<file path="src/rtl/radar_roi_extract_if.sv">
// radar_roi_extract_if: sample stream in, windowed pixel stream out.
interface radar_roi_extract_if #(parameter int DATA_W = 16);
    logic              in_valid;
    logic [DATA_W-1:0] in_data;
    logic              data_start;
    logic              data_end;
    logic [DATA_W-1:0] pixel_out;
    logic              pixel_valid;
    logic              pixel_first;
    logic              pixel_last;
    logic              frame_done;
    logic              frame_short;
    logic              cfg_err;
    modport master (output in_valid, in_data, data_start, data_end,
                    input  pixel_out, pixel_valid, pixel_first, pixel_last, frame_done, frame_short, cfg_err);
    modport slave  (input  in_valid, in_data, data_start, data_end,
                    output pixel_out, pixel_valid, pixel_first, pixel_last, frame_done, frame_short, cfg_err);
endinterface

</file>
<file path="src/rtl/radar_roi_extract.sv">
// radar_roi_extract: forwards the samples of a raster, channel-interleaved frame
// that fall inside a latched rectangular window, one selected channel or all.
module radar_roi_extract #(
    parameter int DATA_W = 16,
    parameter int ROW_W  = 10,
    parameter int COL_W  = 10,
    parameter int CH_W   = 3
) (
    input  logic             clk,
    input  logic             rst_n,
    input  logic [ROW_W-1:0] row_idx1,
    input  logic [ROW_W-1:0] row_idx2,
    input  logic [COL_W-1:0] col_idx1,
    input  logic [COL_W-1:0] col_idx2,
    input  logic [CH_W-1:0]  channel_num,
    input  logic             ch_all,
    input  logic [COL_W-1:0] num_cols,
    input  logic [CH_W:0]    num_chans,
    radar_roi_extract_if.slave io
);
    localparam logic [1:0] IDLE = 2'd0, RUN = 2'd1, SKIP = 2'd2;

    logic [1:0]       state, st;
    logic [ROW_W-1:0] r1_q, r2_q, row, r1, r2, cur_row;
    logic [COL_W-1:0] c1_q, c2_q, ncols_q, col, c1, c2, ncols, cur_col;
    logic [CH_W-1:0]  chn_q, ch, chn, cur_ch;
    logic [CH_W:0]    nch_q, nch;
    logic             all_q, all, first_seen, last_seen;
    logic             start, cfg_ok, first_eff, done_eff, in_win, fwd, is_last, fin, adv;
    logic             ch_wrap, col_wrap;

    // A data_start sample sees the fresh config and position 0 in the same cycle.
    assign start     = io.in_valid & io.data_start;
    assign cfg_ok    = row_idx1 <= row_idx2 && col_idx1 <= col_idx2 && col_idx2 < num_cols &&
                       (ch_all || {1'b0, channel_num} < num_chans);
    assign r1        = start ? row_idx1 : r1_q;
    assign r2        = start ? row_idx2 : r2_q;
    assign c1        = start ? col_idx1 : c1_q;
    assign c2        = start ? col_idx2 : c2_q;
    assign ncols     = start ? num_cols : ncols_q;
    assign chn       = start ? channel_num : chn_q;
    assign nch       = start ? num_chans : nch_q;
    assign all       = start ? ch_all : all_q;
    assign st        = start ? (cfg_ok ? RUN : SKIP) : state;
    assign cur_ch    = start ? '0 : ch;
    assign cur_col   = start ? '0 : col;
    assign cur_row   = start ? '0 : row;
    assign first_eff = start ? 1'b0 : first_seen;
    assign done_eff  = start ? 1'b0 : last_seen;
    assign in_win    = cur_row >= r1 && cur_row <= r2 && cur_col >= c1 && cur_col <= c2;
    assign fwd       = io.in_valid && st == RUN && !done_eff && in_win && (all || cur_ch == chn);
    assign is_last   = fwd && cur_row == r2 && cur_col == c2 &&
                       {1'b0, cur_ch} == (all ? nch - (CH_W+1)'(1) : {1'b0, chn});
    assign fin       = io.in_valid && io.data_end && st != IDLE;
    assign adv       = io.in_valid && st != IDLE;
    assign ch_wrap   = {1'b0, cur_ch} == nch - (CH_W+1)'(1);
    assign col_wrap  = cur_col == ncols - COL_W'(1);

    always_ff @(posedge clk or negedge rst_n) begin
        if (!rst_n) begin
            state          <= IDLE;
            {r1_q, r2_q}   <= '0;
            {c1_q, c2_q}   <= '0;
            ncols_q        <= '0;
            chn_q          <= '0;
            nch_q          <= '0;
            all_q          <= 1'b0;
            {ch, col, row} <= '0;
            first_seen     <= 1'b0;
            last_seen      <= 1'b0;
            io.pixel_out   <= '0;
            io.pixel_valid <= 1'b0;
            io.pixel_first <= 1'b0;
            io.pixel_last  <= 1'b0;
            io.frame_done  <= 1'b0;
            io.frame_short <= 1'b0;
            io.cfg_err     <= 1'b0;
        end else begin
            if (start) begin
                {r1_q, r2_q, c1_q, c2_q} <= {row_idx1, row_idx2, col_idx1, col_idx2};
                {ncols_q, chn_q, nch_q, all_q} <= {num_cols, channel_num, num_chans, ch_all};
            end
            if (io.in_valid) begin
                state      <= fin ? IDLE : st;
                first_seen <= first_eff | fwd;
                last_seen  <= done_eff | is_last;
            end
            if (adv) begin
                ch  <= ch_wrap ? '0 : cur_ch + CH_W'(1);
                col <= ch_wrap ? (col_wrap ? '0 : cur_col + COL_W'(1)) : cur_col;
                row <= (ch_wrap && col_wrap && !(&cur_row)) ? cur_row + ROW_W'(1) : cur_row;
            end
            if (fwd) io.pixel_out <= io.in_data;
            io.pixel_valid <= fwd;
            io.pixel_first <= fwd && !first_eff;
            io.pixel_last  <= is_last;
            io.frame_done  <= fin;
            io.frame_short <= fin && st == RUN && !(done_eff || is_last);
            io.cfg_err     <= start && !cfg_ok;
        end
    end
endmodule
</file>
<file path="src/flat_wrapper.sv">
// flat-port wrapper written by rule: the top's interface ports become plain ports
module radar_roi_extract_flat 
#(
    parameter int DATA_W = 16,
    parameter int ROW_W  = 10,
    parameter int COL_W  = 10,
    parameter int CH_W   = 3
)
  (clk, rst_n, row_idx1, row_idx2, col_idx1, col_idx2, channel_num, ch_all, num_cols, num_chans, io_in_valid, io_in_data, io_data_start, io_data_end, io_pixel_out, io_pixel_valid, io_pixel_first, io_pixel_last, io_frame_done, io_frame_short, io_cfg_err);
  radar_roi_extract_if #(.DATA_W(DATA_W)) io_i ();
  input  logic clk;
  input  logic rst_n;
  input  logic [ROW_W-1:0] row_idx1;
  input  logic [ROW_W-1:0] row_idx2;
  input  logic [COL_W-1:0] col_idx1;
  input  logic [COL_W-1:0] col_idx2;
  input  logic [CH_W-1:0] channel_num;
  input  logic ch_all;
  input  logic [COL_W-1:0] num_cols;
  input  logic [CH_W:0] num_chans;
  input wire logic [$bits(io_i.in_valid)-1:0] io_in_valid;
  input wire logic [$bits(io_i.in_data)-1:0] io_in_data;
  input wire logic [$bits(io_i.data_start)-1:0] io_data_start;
  input wire logic [$bits(io_i.data_end)-1:0] io_data_end;
  output wire logic [$bits(io_i.pixel_out)-1:0] io_pixel_out;
  output wire logic [$bits(io_i.pixel_valid)-1:0] io_pixel_valid;
  output wire logic [$bits(io_i.pixel_first)-1:0] io_pixel_first;
  output wire logic [$bits(io_i.pixel_last)-1:0] io_pixel_last;
  output wire logic [$bits(io_i.frame_done)-1:0] io_frame_done;
  output wire logic [$bits(io_i.frame_short)-1:0] io_frame_short;
  output wire logic [$bits(io_i.cfg_err)-1:0] io_cfg_err;
  assign io_i.in_valid = io_in_valid;
  assign io_i.in_data = io_in_data;
  assign io_i.data_start = io_data_start;
  assign io_i.data_end = io_data_end;
  assign io_pixel_out = io_i.pixel_out;
  assign io_pixel_valid = io_i.pixel_valid;
  assign io_pixel_first = io_i.pixel_first;
  assign io_pixel_last = io_i.pixel_last;
  assign io_frame_done = io_i.frame_done;
  assign io_frame_short = io_i.frame_short;
  assign io_cfg_err = io_i.cfg_err;
  radar_roi_extract #(.DATA_W(DATA_W), .ROW_W(ROW_W), .COL_W(COL_W), .CH_W(CH_W)) u_core (.clk(clk), .rst_n(rst_n), .row_idx1(row_idx1), .row_idx2(row_idx2), .col_idx1(col_idx1), .col_idx2(col_idx2), .channel_num(channel_num), .ch_all(ch_all), .num_cols(num_cols), .num_chans(num_chans), .io(io_i));
endmodule
</file>
<file path="config.mk">
export PLATFORM = sky130hd
export DESIGN_NAME = radar_roi_extract_flat
export DESIGN_NICKNAME = d
export VERILOG_FILES = /design/src/rtl/radar_roi_extract_if.sv /design/src/rtl/radar_roi_extract.sv /design/src/flat_wrapper.sv
export SDC_FILE = /design/constraint.sdc
export NUM_CORES = 1
export LEC_CHECK = 0
export ABC_CLOCK_PERIOD_IN_PS = 8200
export BUFFER_PORTS_ARGS = -buffer_cell sky130_fd_sc_hd__buf_2
export CAP_MARGIN = 20
export CORE_UTILIZATION = 41
export DETAILED_ROUTE_END_ITERATION = 10
export GPL_TIMING_DRIVEN = 0
export PLACE_DENSITY_LB_ADDON = 0.05
export SLEW_MARGIN = 20
export SYNTH_ARGS = -nofsm -noshare
export SYNTH_HDL_FRONTEND = slang
export SYNTH_SLANG_ARGS = --single-unit
</file>
<file path="constraint.sdc">
create_clock -name clk -period 8.2 [get_ports clk]
set_input_delay 0.82 -clock clk [delete_from_list [all_inputs] [get_ports clk]]
set_output_delay 0.82 -clock clk [all_outputs]
set_load 0.03 [all_outputs]
</file>
**After elaboration in Yosys (flattened, before gate mapping)**

Cells that the tools add are included.

- Register bits: 107
- Word-level logic and storage cells: 97
- Input bits: 79

- Bitwise logic cells: 3
- Magnitude comparators: 8
- Equal/unequal tests: 7
- Add/subtract/negate cells: 5
- Reductions and logical operators: 32
- Mux-type cells: 21

Operators with widths:

| operator | count |
|---|---|
| $mux W10 | 10 |
| $le A10 B10 Y1 | 4 |
| $eq A10 B10 Y1 | 3 |
| $logic_and A1 B1 Y1 | 22 |
| $add A10 B1 Y10 const B | 2 |
| $ge A10 B10 Y1 | 2 |
| $lt A10 B10 Y1 | 1 |
| $reduce_and A10 Y1 | 1 |
| $sub A10 B1 Y10 const B | 1 |
| $mux W3 | 3 |
| $eq A3 B4 Y1 | 2 |
| $mux W4 | 2 |
| $mux W2 | 3 |
| $logic_not A1 Y1 | 5 |
| $lt A3 B4 Y1 | 1 |
| $sub A4 B1 Y4 const B | 1 |
| $add A3 B1 Y3 const B | 1 |
| $eq A3 B3 Y1 | 1 |
| $logic_or A1 B1 Y1 | 3 |
| $mux W1 | 3 |
| $eq A2 B1 Y1 const B | 1 |
| $or A1 B1 Y1 | 2 |
| $reduce_bool A2 Y1 | 1 |
| $and A1 B1 Y1 | 1 |

**Longest topological paths before layout**

Gate-level depths: netlist (run 1).

- Depth in word-level cells: 17
- Mapped depth: 20
- Gate-level depth less buffers: 13

**Worst setup path before layout (run 1)**

No wires, ideal clock.

- Path kind: input-to-reg
- From: in io_in_valid
- To: reg u_core.col[9]
- Data required time: 8.105 ns
- Cell stages on the path: 18
- Path buffers: 7
- Setup time: 0.095 ns
- Arrival time: 4.287 ns
- Path slack: 3.818 ns
- Path through: buf_4 -> and2_1 -> buf_6 -> buf_6 -> buf_6 -> clkbuf_1 -> buf_2 -> mux2i_1 -> ha_1 -> or3b_2 -> nand2_1 -> mux2_2 -> o21ai_0 -> nor4_2 -> nand4_2 -> buf_4 -> nand3_1 -> o31ai_1

- Longest elaborated chain between the ends: 6
- Elaborated cells between the ends (all ways): 15
- Those cells by class: 3 x add/sub; 2 x eq/ne; 7 x mux; 1 x bitwise; 2 x reduce/logical

RTL lines:

| what | RTL line | text |
|---|---|---|
| start: declaration | flat_wrapper.sv:21 | `input wire logic [$bits(io_i.in_valid)-1:0] io_in_valid;` |
| $and A1 B1 Y1 | radar_roi_extract.sv:33 | `assign start = io.in_valid & io.data_start;` |
| $mux W10 | radar_roi_extract.sv:40 | `assign ncols = start ? num_cols : ncols_q;` |
| $sub A10 B1 Y10 | radar_roi_extract.sv:57 | `assign col_wrap = cur_col == ncols - COL_W'(1);` |
| $eq A10 B10 Y1 | radar_roi_extract.sv:57 |  |
| $mux W10 (2 in series) | radar_roi_extract.sv:90 | `col <= ch_wrap ? (col_wrap ? '0 : cur_col + COL_W'(1)) : cur_col;` |
| end signal: assignment | radar_roi_extract.sv:90 |  |
| end: declaration | radar_roi_extract.sv:25 | `logic [COL_W-1:0] c1_q, c2_q, ncols_q, col, c1, c2, ncols, cur_col;` |

Several ways; a longest one is shown, not always the timed one.
A chain may end at the register's enable or synchronous reset.

**Worst setup path in the final report (run 1)**

- From: in io_in_valid
- To: reg u_core.col[6]

Same word-level chain as after synthesis.

==> impl_metrics.env, run 1 <==
export IMPL_grt_pass1_vias=6039
export IMPL_p_sw_w=0.000490
export IMPL_overflow=0
export IMPL_cts_resized=0
export IMPL_clkPwrFrac_pct=32.4
export IMPL_finalHoldViolCount=0
export IMPL_setup_tns_ps=0
export IMPL_tightest_slew_ps=847
export IMPL_drv_slew=0
export IMPL_coreArea_um2=16700
export IMPL_final_cell_area_um2=8170
export IMPL_first_pass_iters=5
export IMPL_die_y_um=133
export IMPL_ios=101
export IMPL_clock_latency_ps=360
export IMPL_critPathRequiredTime_ps=8440
export IMPL_synth_cell_types=67
export IMPL_grt_max_degree=75
export IMPL_fin_util_pct=48.9
export IMPL_cts_sinks=107
export IMPL_avgViaCountPerCell=5.34
export IMPL_drcViolationCount=0
export IMPL_p_sw_share_pct=33.4
export IMPL_power_per_cell_area_nw_per_um2=180
export IMPL_area_growth_pct=15.8
export IMPL_status="finished clean"
export IMPL_fin_crit_ps=5520
export IMPL_wl_per_cell_um=18.1
export IMPL_synth_cells=745
export IMPL_clock_path_buffers=2
export IMPL_syn_area_um2=7060
export IMPL_finalSetupViolCount=0
export IMPL_n_antenna_cell=0
export IMPL_die_w_um=133
export IMPL_dp_hpwl_um=15000
export IMPL_clockRootBuffer="clkbuf_16"
export IMPL_antenna_found_initial=0
export IMPL_yosys_most_used_dff="dfrtp_1"
export IMPL_initial_core_util_pct=42.2
export IMPL_syn_nets=900
export IMPL_cp_start_kind="input pin"
export IMPL_ir_drop_uv=106
export IMPL_drt_iter0_drc=312
export IMPL_maxSlewHeadroom_pct=43.5
export IMPL_nets=1010
export IMPL_cp_arrival_ps=5760
export IMPL_grt_first_pass_wirelength_um=31700
export IMPL_io_buffer_count=98
export IMPL_path_class="input pin to register"
export IMPL_ant_nets=0
export IMPL_synth_enable_flop_cells=0
export IMPL_cts_tree="done"
export IMPL_ys_warn_count=0
export IMPL_drive_above_1_share_pct=19.3
export IMPL_fillerInstances=1626
export IMPL_p_int_w=0.000980
export IMPL_rsz0062_at_grt="false"
export IMPL_clock_fmax_mhz=181
export IMPL_finalWeightedCongestion=0.914
export IMPL_cts_hold_buf=0
export IMPL_cap_violations=0
export IMPL_avgSynthCellArea_um2=9.47
export IMPL_place_area_um2=7860
export IMPL_row_count=47
export IMPL_p_leak_nw=4.35
export IMPL_cts_setup_buffers=0
export IMPL_drt_total_wl_um=19600
export IMPL_p_seq_share_pct=41.7
export IMPL_crit_fanout=10
export IMPL_synth_yosys_seq_area_share_pct=37.9
export IMPL_crit_path_end_kind="register"
export IMPL_ys_seq_elements=107
export IMPL_min_path_type="input pin to async pin"
export IMPL_grt_total_usage_pct=23.1
export IMPL_ys_async_sr_fraction_pct=100
export IMPL_cts_made_buffers=9
export IMPL_power_total_w=0.00147
export IMPL_h_tree_depth=3
export IMPL_vias=5769
export IMPL_die_area_um2=17700
export IMPL_p_comb_share_pct=25.8
export IMPL_fin_skew_ps=8.24
export IMPL_fin_crit_sh_pct=67.3
export IMPL_clk_pin_slew_ps=80
==> routing by layer <==
| metal | share of wire [%] | vias up | global-route usage [%] |
|---|---|---|---|
| met1 | 47 | 2764 | 30.8 |
| met4 | 1.8 | 0 | 6.63 |
| met5 | 0 | - | 0 |
| met3 | 3.9 | 24 | 3.46 |
| li1 | - | 2830 | - |
| met2 | 47 | 151 | 38.9 |
==> worst max-delay path: stages <==
cell	delay, ps
buf_4	150
nand2_2	250
buf_2	340
buf_2	300
clkbuf_1	360
clkbuf_1	520
clkbuf_1	640
a21oi_1	200
ha_1	290
or3b_2	250
nand2_1	70
mux2_2	230
o21ai_0	90
nor4_2	200
nand4_2	360
buf_4	320
nor2_1	270
a21oi_1	70
==> cell usage in the layout, fill, tap and decap left out, types with 12 or more instances in the layout <==
cell type  Yosys  layout
xor2_1        12      12
mux2_2        18      18
nor2_1        21      21
nand3_1       22      22
nor3_1        15      15
nand4_1       14      14
nand2_1       76      76
o21ai_0       33      33
and2_1        21      21
buf_2          8     105
a21o_1        22      22
mux2i_1       36      36
clkbuf_1      14      14
ha_1          76      76
dfrtp_1      107     107
inv_1         90      90
a21oi_1       36      36
xnor2_1       14      14
==> cell families after synthesis <==
family / after synthesis / share of synthesized area (%)
multiplexers: 54 / 7.98
AO/OA/AOI/OAI: 148 / 14.0
XOR/XNOR: 27 / 3.46
buffers and inverters: 120 / 7.16
adder cells (fa/ha/maj): 76 / 13.5
flip-flops: 107 / 38.0
AND/OR/NAND/NOR: 213 / 15.9
==> stage by stage <==
step                std cells  setup slack (ps)  hold slack (ps)
floorplan                 745              3820              420
global placement         1063              2450              429
detailed placement       1064              2440              437
CTS                      1080              2780              346
global route             1080              2390              355
finish                   1080              2680              330
==> path summary, 6_finish.rpt <==
check                                              start                               to  slack (ps)  cells after the start
setup / recovery                             io_in_valid        u_core.col[6]$_DFFE_PN0P_        2680                     18
hold reg to reg            u_core.first_seen$_DFFE_PN0P_  u_core.io.pixel_first$_DFF_PN0_         450                      1
hold / removal                                     rst_n         u_core.c1_q[6]$_DFF_PN0_         330                      1
max in group asynchronous                          rst_n      u_core.ncols_q[1]$_DFF_PN0_        7160                      2
setup reg to reg             u_core.ncols_q[1]$_DFF_PN0_        u_core.col[6]$_DFFE_PN0P_        4990                     11
min in group clk           u_core.first_seen$_DFFE_PN0P_  u_core.io.pixel_first$_DFF_PN0_         450                      1
==> layout make-up <==
type / instances / area [µm²] / share of cell area, %
multi-input cells: 518 / 3870 / 47.4
repair buffers: 99 / 524 / 6.42
clock inverters: 7 / 90.1 / 1.10
well taps: 220 / 275 / 3.37
inverters: 90 / 338 / 4.13
plain buffers: 30 / 168 / 2.05
clock buffers: 9 / 225 / 2.76
flip-flops and latches: 107 / 2680 / 32.8
==> cells in the mapped netlist, types with 4 or more instances <==
library cell / n / area share (%)
inv_1: 90 / 4.8
xor2_1: 12 / 1.5
nor2_1: 21 / 1.1
o31ai_1: 8 / 0.85
nor3_1: 15 / 1.1
nand4_1: 14 / 1.2
a21o_1: 22 / 2.3
a211oi_1: 7 / 0.74
and2_1: 21 / 1.9
o21ai_0: 33 / 2.3
clkbuf_1: 14 / 0.74
or3_1: 5 / 0.44
o221ai_1: 4 / 0.50
nand3_1: 22 / 1.6
ha_1: 76 / 13
buf_6: 5 / 0.80
mux2_2: 18 / 2.9
buf_2: 8 / 0.57
dfrtp_1: 107 / 38
a21oi_1: 36 / 2.6
nand2b_1: 7 / 0.62
nand2_1: 76 / 4.0
xnor2_1: 14 / 1.7
mux2i_1: 36 / 5.1
a221oi_1: 5 / 0.62
nor4_1: 5 / 0.44
o22ai_1: 5 / 0.44
==> sequential cells by signal, indices dropped and copies added, names as in the netlist, 3 cells and up <==
register             count
u_core.io.pixel_out     16
u_core.c1_q             10
u_core.c2_q             10
u_core.col              10
u_core.ncols_q          10
u_core.r1_q             10
u_core.r2_q             10
u_core.row              10
u_core.nch_q             4
u_core.ch                3
u_core.chn_q             3
==> power groups by stage <==
stage               combinational (W)  clock, W  sequential, W
floorplan                    0.000260         0       0.000616
global route                 0.000430  0.000509       0.000619
global placement             0.000365         0       0.000621
CTS                          0.000381  0.000490       0.000613
detailed placement           0.000378         0       0.000623
finish                       0.000380  0.000477       0.000614
(Power assumes the default switching activity.)
==> inputs of run 2 (changes only) <==
- ABC_AREA: default -> 1
- ABC_CLOCK_PERIOD_IN_PS: 8200 -> 5650
- clock period: 8.2 -> 5.65 ns (I/O delays scaled with it)
==> impl_metrics.env, run 2 <==
export IMPL_cap_violations=0
export IMPL_cts_setup_buffers=0
export IMPL_coreArea_um2=17500
export IMPL_synth_enable_flop_cells=0
export IMPL_crit_fanout=10
export IMPL_reg2reg_from="u_core.col[9]$_DFFE_PN0P_"
export IMPL_reg2regPathDepth=14
export IMPL_nets=1252
export IMPL_critPathRequiredTime_ps=5910
export IMPL_yosys_most_used_dff="dfrtp_1"
export IMPL_clock_path_buffers=2
export IMPL_grt_pass1_vias=5979
export IMPL_mostFrequentLayoutCell="nand2_1"
export IMPL_syn_nets=1140
export IMPL_initial_core_util_pct=42.4
export IMPL_cp_start_kind="input pin"
export IMPL_row_count=48
export IMPL_vias=6352
export IMPL_drive_above_1_share_pct=19.9
export IMPL_regMostFlops="u_core.io.pixel_out"
export IMPL_clock_fmax_mhz=243
export IMPL_clk_pin_slew_ps=80
export IMPL_cts_sinks=107
export IMPL_synth_top_area_cell="dfrtp_1"
export IMPL_die_area_um2=18600
export IMPL_maxSlewHeadroom_pct=55.8
export IMPL_finalSetupViolCount=0
export IMPL_grt_max_degree=69
export IMPL_path_class="input pin to register"
export IMPL_cp_slowest_cell="clkbuf_1"
export IMPL_fin_skew_ps=12.1
export IMPL_clock_latency_ps=360
export IMPL_ys_warn_count=0
export IMPL_max_stage_delay_ps=560
export IMPL_finalWeightedCongestion=0.840
export IMPL_final_cell_mix="264 x nand2_1, 153 x inv_1, 107 x dfrtp_1"
export IMPL_drt_iter0_drc=392
export IMPL_timing_critical_path_mode_cell="nand2_1"
export IMPL_ys_async_sr_fraction_pct=100
export IMPL_fillerInstances=1820
export IMPL_n_antenna_cell=0
export IMPL_synthTopCellsByArea="dfrtp_1 36%, nand2_1 13%, ha_1 13%, inv_1 7.7%, o21ai_0 3.8%"
export IMPL_h_tree_depth=3
export IMPL_ys_seq_elements=107
export IMPL_clockRootBuffer="clkbuf_16"
export IMPL_fin_crit_sh_pct=73.0
export IMPL_synth_yosys_seq_area_share_pct=36.1
export IMPL_dp_hpwl_um=15100
export IMPL_crit_path_end_kind="register"
export IMPL_first_pass_iters=7
export IMPL_cts_resized=0
export IMPL_drv_slew=0
export IMPL_die_w_um=136
export IMPL_grt_first_pass_wirelength_um=31100
export IMPL_setup_tns_ps=0
export IMPL_regToRegEndpoint="u_core.io.pixel_out[15]$_DFFE_PN0P_"
export IMPL_wl_per_cell_um=14.6
export IMPL_fin_util_pct=48.8
export IMPL_avgSynthCellArea_um2=7.53
export IMPL_die_y_um=136
export IMPL_avgViaCountPerCell=4.79
export IMPL_grt_total_usage_pct=22.0
export IMPL_cts_tree="done"
export IMPL_largest_reg_flops=16
export IMPL_p_leak_nw=4.73
export IMPL_syn_area_um2=7410
export IMPL_path_cells="buf_2 > nand2_4 > buf_6 > buf_2 > clkbuf_1 > clkbuf_1 > nand2_1 > o21ai_0 > inv_1 > ha_1 > a21oi_1 > o21ai_0 > nand2_1 > o211ai_1 > nand2_1 > nand4_1 > nor2_2 > inv_2 > buf_2 > nand2_1 > nand2_1"
export IMPL_antenna_found_initial=0
export IMPL_cts_hold_buf=0
export IMPL_ir_drop_uv=140
export IMPL_rrSetupSlack_ps=2920
export IMPL_drt_total_wl_um=19300
export IMPL_ios=101
export IMPL_finalHoldViolCount=0
export IMPL_yosysMostFrequentCell="nand2_1"
export IMPL_drcViolationCount=0
export IMPL_synth_common_cells="264 x nand2_1, 153 x inv_1, 107 x dfrtp_1"
export IMPL_rsz0062_at_grt="false"
export IMPL_power_per_cell_area_nw_per_um2=243
export IMPL_synth_cells=985
export IMPL_synth_top_cell_area_share_pct=36.1
export IMPL_status="finished clean"
export IMPL_fin_crit_ps=4120
export IMPL_ant_nets=0
export IMPL_overflow=0
export IMPL_min_path_type="input pin to async pin"
export IMPL_cp_arrival_ps=4380
export IMPL_area_growth_pct=15.1
export IMPL_tightest_slew_ps=663
export IMPL_cts_made_buffers=9
export IMPL_io_buffer_count=100
export IMPL_synth_cell_types=44
## run 2: cell count changes after synthesis, moves of 21 or more
| cell | before | now |
|---|---|---|
| a21o_1 | 22 | 0 |
| nor2_1 | 21 | 61 |
| and2_1 | 21 | 0 |
| o21ai_0 | 33 | 57 |
| nand2_1 | 76 | 264 |
| mux2i_1 | 36 | 0 |
| or2_2 | 2 | 34 |
| inv_1 | 90 | 153 |
| nand3_1 | 22 | 50 |
## run 2: worst max path at each step
stage / to / from / depth (start not counted)
after global placement: u_core.io.pixel_out[15]$_DFFE_PN0P_ / io_in_valid / 21
after detailed placement: u_core.io.pixel_out[15]$_DFFE_PN0P_ / io_in_valid / 21
after global routing: u_core.io.pixel_out[9]$_DFFE_PN0P_ / io_in_valid / 21
after floorplan: u_core.first_seen$_DFFE_PN0P_ / io_data_start / 18
after CTS: u_core.io.pixel_out[15]$_DFFE_PN0P_ / io_in_valid / 21
final: u_core.io.pixel_out[15]$_DFFE_PN0P_ / io_in_valid / 21
## run 2: worst max-delay path: cells and delay by family
| family | cells | cell delay, ps |
|---|---|---|
| buffers and inverters | 8 | 2050 |
| and+or+nand+nor | 8 | 950 |
| AOI/OAI and AO/OA | 4 | 490 |
| adders and majority gates | 1 | 320 |
## run 2: final cells by class
type	instances	area (µm²)	share of cell area [%]
multi-input cells	694	3970	46.5
flip-flops and latches	107	2680	31.4
inverters	160	603	7.07
repair buffers	101	534	6.26
well taps	225	282	3.30
clock buffers	9	225	2.64
plain buffers	24	165	1.94
clock inverters	7	78.8	0.924
## run 2: logic make-up after synthesis
kind of cell               after synthesis  synth area share [%]
DFF                                    107                  36.1
adders and majority gates               76                  12.8
and+or+nand+nor                        484                  29.7
AOI/OAI and AO/OA                      120                  9.26
xor gates and xnor gates                14                  1.76
buffers and inverters                  184                  10.4
## run 2: per-layer routing
metal	global-route usage, %	part of all wire, %	up-vias
li1	-	-	3367
met1	30.7	49	2861
met2	35.9	46	110
met3	2.42	2.9	14
met4	6.05	1.2	0
met5	0	0	-
## run 2: power by group
group          total (W)  internal (W)  leakage (nW)  switching (W)
Combinational   0.000555      0.000201          3.25       0.000354
Sequential      0.000870      0.000841          1.34      0.0000294
Clock           0.000652      0.000316         0.148       0.000336
## run 2: through the flow
| stage | area [µm²] | hold WS, ps | total power, W | worst slack [ps] | cells |
|---|---|---|---|---|---|
| floorplan | 7410 | 269 | 0.00127 | 2480 | 985 |
| global placement | 8200 | 438 | 0.00143 | 1130 | 1310 |
| detailed placement | 8230 | 440 | 0.00144 | 1100 | 1311 |
| CTS | 8530 | 112 | 0.00210 | 1490 | 1327 |
| global route | 8530 | 131 | 0.00222 | 1200 | 1327 |
| finish | 8530 | 110 | 0.00208 | 1530 | 1327 |
==> inputs of run 3 (changes only) <==
- ABC_CLOCK_PERIOD_IN_PS: 5650 -> 3700
- clock period: 5.65 -> 3.7 ns (I/O delays scaled with it)
==> impl_metrics.env, run 3 (same netlist as run 2, synthesis figures left out) <==
export IMPL_grt_total_usage_pct=21.9
export IMPL_p_seq_share_pct=41.9
export IMPL_clock_fmax_mhz=305
export IMPL_fin_crit_ps=3280
export IMPL_tightest_slew_ps=492
export IMPL_grt_first_pass_wirelength_um=31000
export IMPL_drt_total_wl_um=19200
export IMPL_fillerInstances=1813
export IMPL_drcViolationCount=0
export IMPL_grt_pass1_vias=5969
export IMPL_n_antenna_cell=0
export IMPL_fin_skew_ps=11.0
export IMPL_final_cell_mix="264 x nand2_1, 153 x inv_1, 107 x dfrtp_1"
export IMPL_first_pass_iters=5
export IMPL_clock_path_buffers=2
export IMPL_max_stage_delay_ps=360
export IMPL_crit_fanout=19
export IMPL_dp_cells=1311
export IMPL_coreArea_um2=17500
export IMPL_ant_nets=0
export IMPL_cts_tree="done"
export IMPL_initial_core_util_pct=42.4
export IMPL_min_path_type="input pin to register"
export IMPL_die_w_um=136
export IMPL_row_count=48
export IMPL_drt_iter0_drc=372
export IMPL_cp_start_kind="input pin"
export IMPL_avgViaCountPerCell=4.78
export IMPL_dp_hpwl_um=15100
export IMPL_antenna_found_initial=0
export IMPL_power_per_cell_area_nw_per_um2=371
export IMPL_worst_slack_ps=417
export IMPL_grt_met1_usage_pct=30.5
export IMPL_grt_max_degree=69
export IMPL_clock_latency_ps=360
export IMPL_cp_slowest_cell="buf_2"
export IMPL_final_cell_count_no_fill=1325
export IMPL_finalWeightedCongestion=0.840
export IMPL_regMostFlops="u_core.io.pixel_out"
export IMPL_die_area_um2=18600
export IMPL_grt_busiest_layer="met2"
export IMPL_p_sw_share_pct=34.5
export IMPL_power_total_w=0.00317
export IMPL_status="finished clean"
export IMPL_area_growth_pct=15.2
export IMPL_overflow=0
export IMPL_crit_path_end_kind="register"
export IMPL_cap_violations=0
export IMPL_cts_made_buffers=9
export IMPL_wl_per_cell_um=14.5
export IMPL_finalSetupViolCount=0
export IMPL_largest_reg_flops=16
export IMPL_ir_drop_uv=210
export IMPL_place_area_um2=8230
export IMPL_critPathRequiredTime_ps=3960
export IMPL_drv_slew=0
export IMPL_cts_sinks=107
export IMPL_p_sw_w=0.00109
export IMPL_fin_crit_sh_pct=88.7
export IMPL_p_int_w=0.00207
export IMPL_maxSlewHeadroom_pct=67.1
export IMPL_cp_arrival_ps=3540
export IMPL_die_y_um=136
export IMPL_nets=1250
export IMPL_drive_above_1_share_pct=20.5
export IMPL_clkPwrFrac_pct=31.3
export IMPL_rsz0062_at_grt="false"
export IMPL_io_buffer_count=100
export IMPL_p_leak_nw=4.75
export IMPL_clk_pin_slew_ps=80
export IMPL_path_class="input pin to register"
export IMPL_vias=6334
export IMPL_clockRootBuffer="clkbuf_16"
export IMPL_h_tree_depth=3
export IMPL_p_comb_share_pct=26.7
export IMPL_mostFrequentLayoutCell="nand2_1"
export IMPL_final_cell_area_um2=8540
export IMPL_path_cells="buf_2 > nand2_4 > inv_2 > buf_2 > clkbuf_2 > or2_2 > o21ai_0 > ha_1 > a21oi_1 > nor2_1 > a211oi_1 > o211ai_1 > nand2_1 > nand4_1 > nor2_2 > inv_2 > buf_2 > nand2_1 > nand2_1"
export IMPL_finalHoldViolCount=0
export IMPL_dpl_worst_slack_ps=-656
export IMPL_use_met2_pct=35.8
export IMPL_ios=101
export IMPL_grtUsageMet3_pct=2.42
[run 3: timing repair]
| action | in CTS | in global routing |
|---|---|---|
| gates resized for setup | 4 | 6 |
| hold buffers | 1 | 0 |
| setup endpoints to repair | 22 | 15 |
| hold endpoints to repair | 39 | 0 |
| buffers inserted | 0 | 0 |
| gates cloned | 0 | 0 |
[run 3: power groups by stage]
stage,Combinational [W],Clock [W],Sequential [W]
after floorplan,0.000585,0,0.00135
after global placement,0.000836,0,0.00135
after detailed placement,0.000850,0,0.00135
after CTS,0.000857,0.00103,0.00133
after global routing,0.000979,0.00107,0.00134
final,0.000847,0.000993,0.00133
[run 3: through the flow]
step / TNS, ps / util [%] / hold WS, ps
2_1_floorplan: 0 / - / 74.4
3_3_place_gp: -11320 / 46.9 / 438
3_5_place_dp: -11860 / 47.1 / 309
4_1_cts: 0 / 48.9 / 191
5_1_grt: 0 / 48.9 / 204
6_report: 0 / 48.9 / 205
[run 3: cell type report]
class | instances | area (µm²) | area share, %
flip-flops and latches | 107 | 2680 | 31.4
well taps | 225 | 282 | 3.30
multi-input cells | 694 | 3970 | 46.5
clock buffers | 9 | 225 | 2.64
plain buffers | 21 | 161 | 1.89
repair buffers | 102 | 544 | 6.37
clock inverters | 7 | 78.8 | 0.923
inverters | 160 | 603 | 7.06
[run 3: worst max-delay path: cells and delay by family]
family | cells | cell delay, ps
AO/OA/AOI/OAI | 4 | 630
AND/OR/NAND/NOR | 8 | 960
adder cells (fa/ha/maj) | 1 | 330
buffers and inverters | 6 | 1240
[run 3: final timing paths]
path                       slack [ps]                             endpoint  depth (start not counted)                          start
max reg2reg                       990  u_core.io.pixel_out[15]$_DFFE_PN0P_                         14      u_core.col[9]$_DFFE_PN0P_
min                               210   u_core.io.pixel_out[3]$_DFFE_PN0P_                          3                  io_in_data[3]
min reg2reg                       450      u_core.io.pixel_first$_DFF_PN0_                          1  u_core.first_seen$_DFFE_PN0P_
max                               420  u_core.io.pixel_out[15]$_DFFE_PN0P_                         19                    io_in_valid
min in group asynchronous         490             u_core.c1_q[1]$_DFF_PN0_                          2                          rst_n
max in group asynchronous        2530   u_core.io.pixel_out[4]$_DFFE_PN0P_                          3                          rst_n
[run 3: metal layers]
metal / wire, µm / vias up
met3: 539 / 12
met4: 187 / 0
met1: 9540 / 2852
li1: - / 3361
met5: 0 / -
met2: 8930 / 109
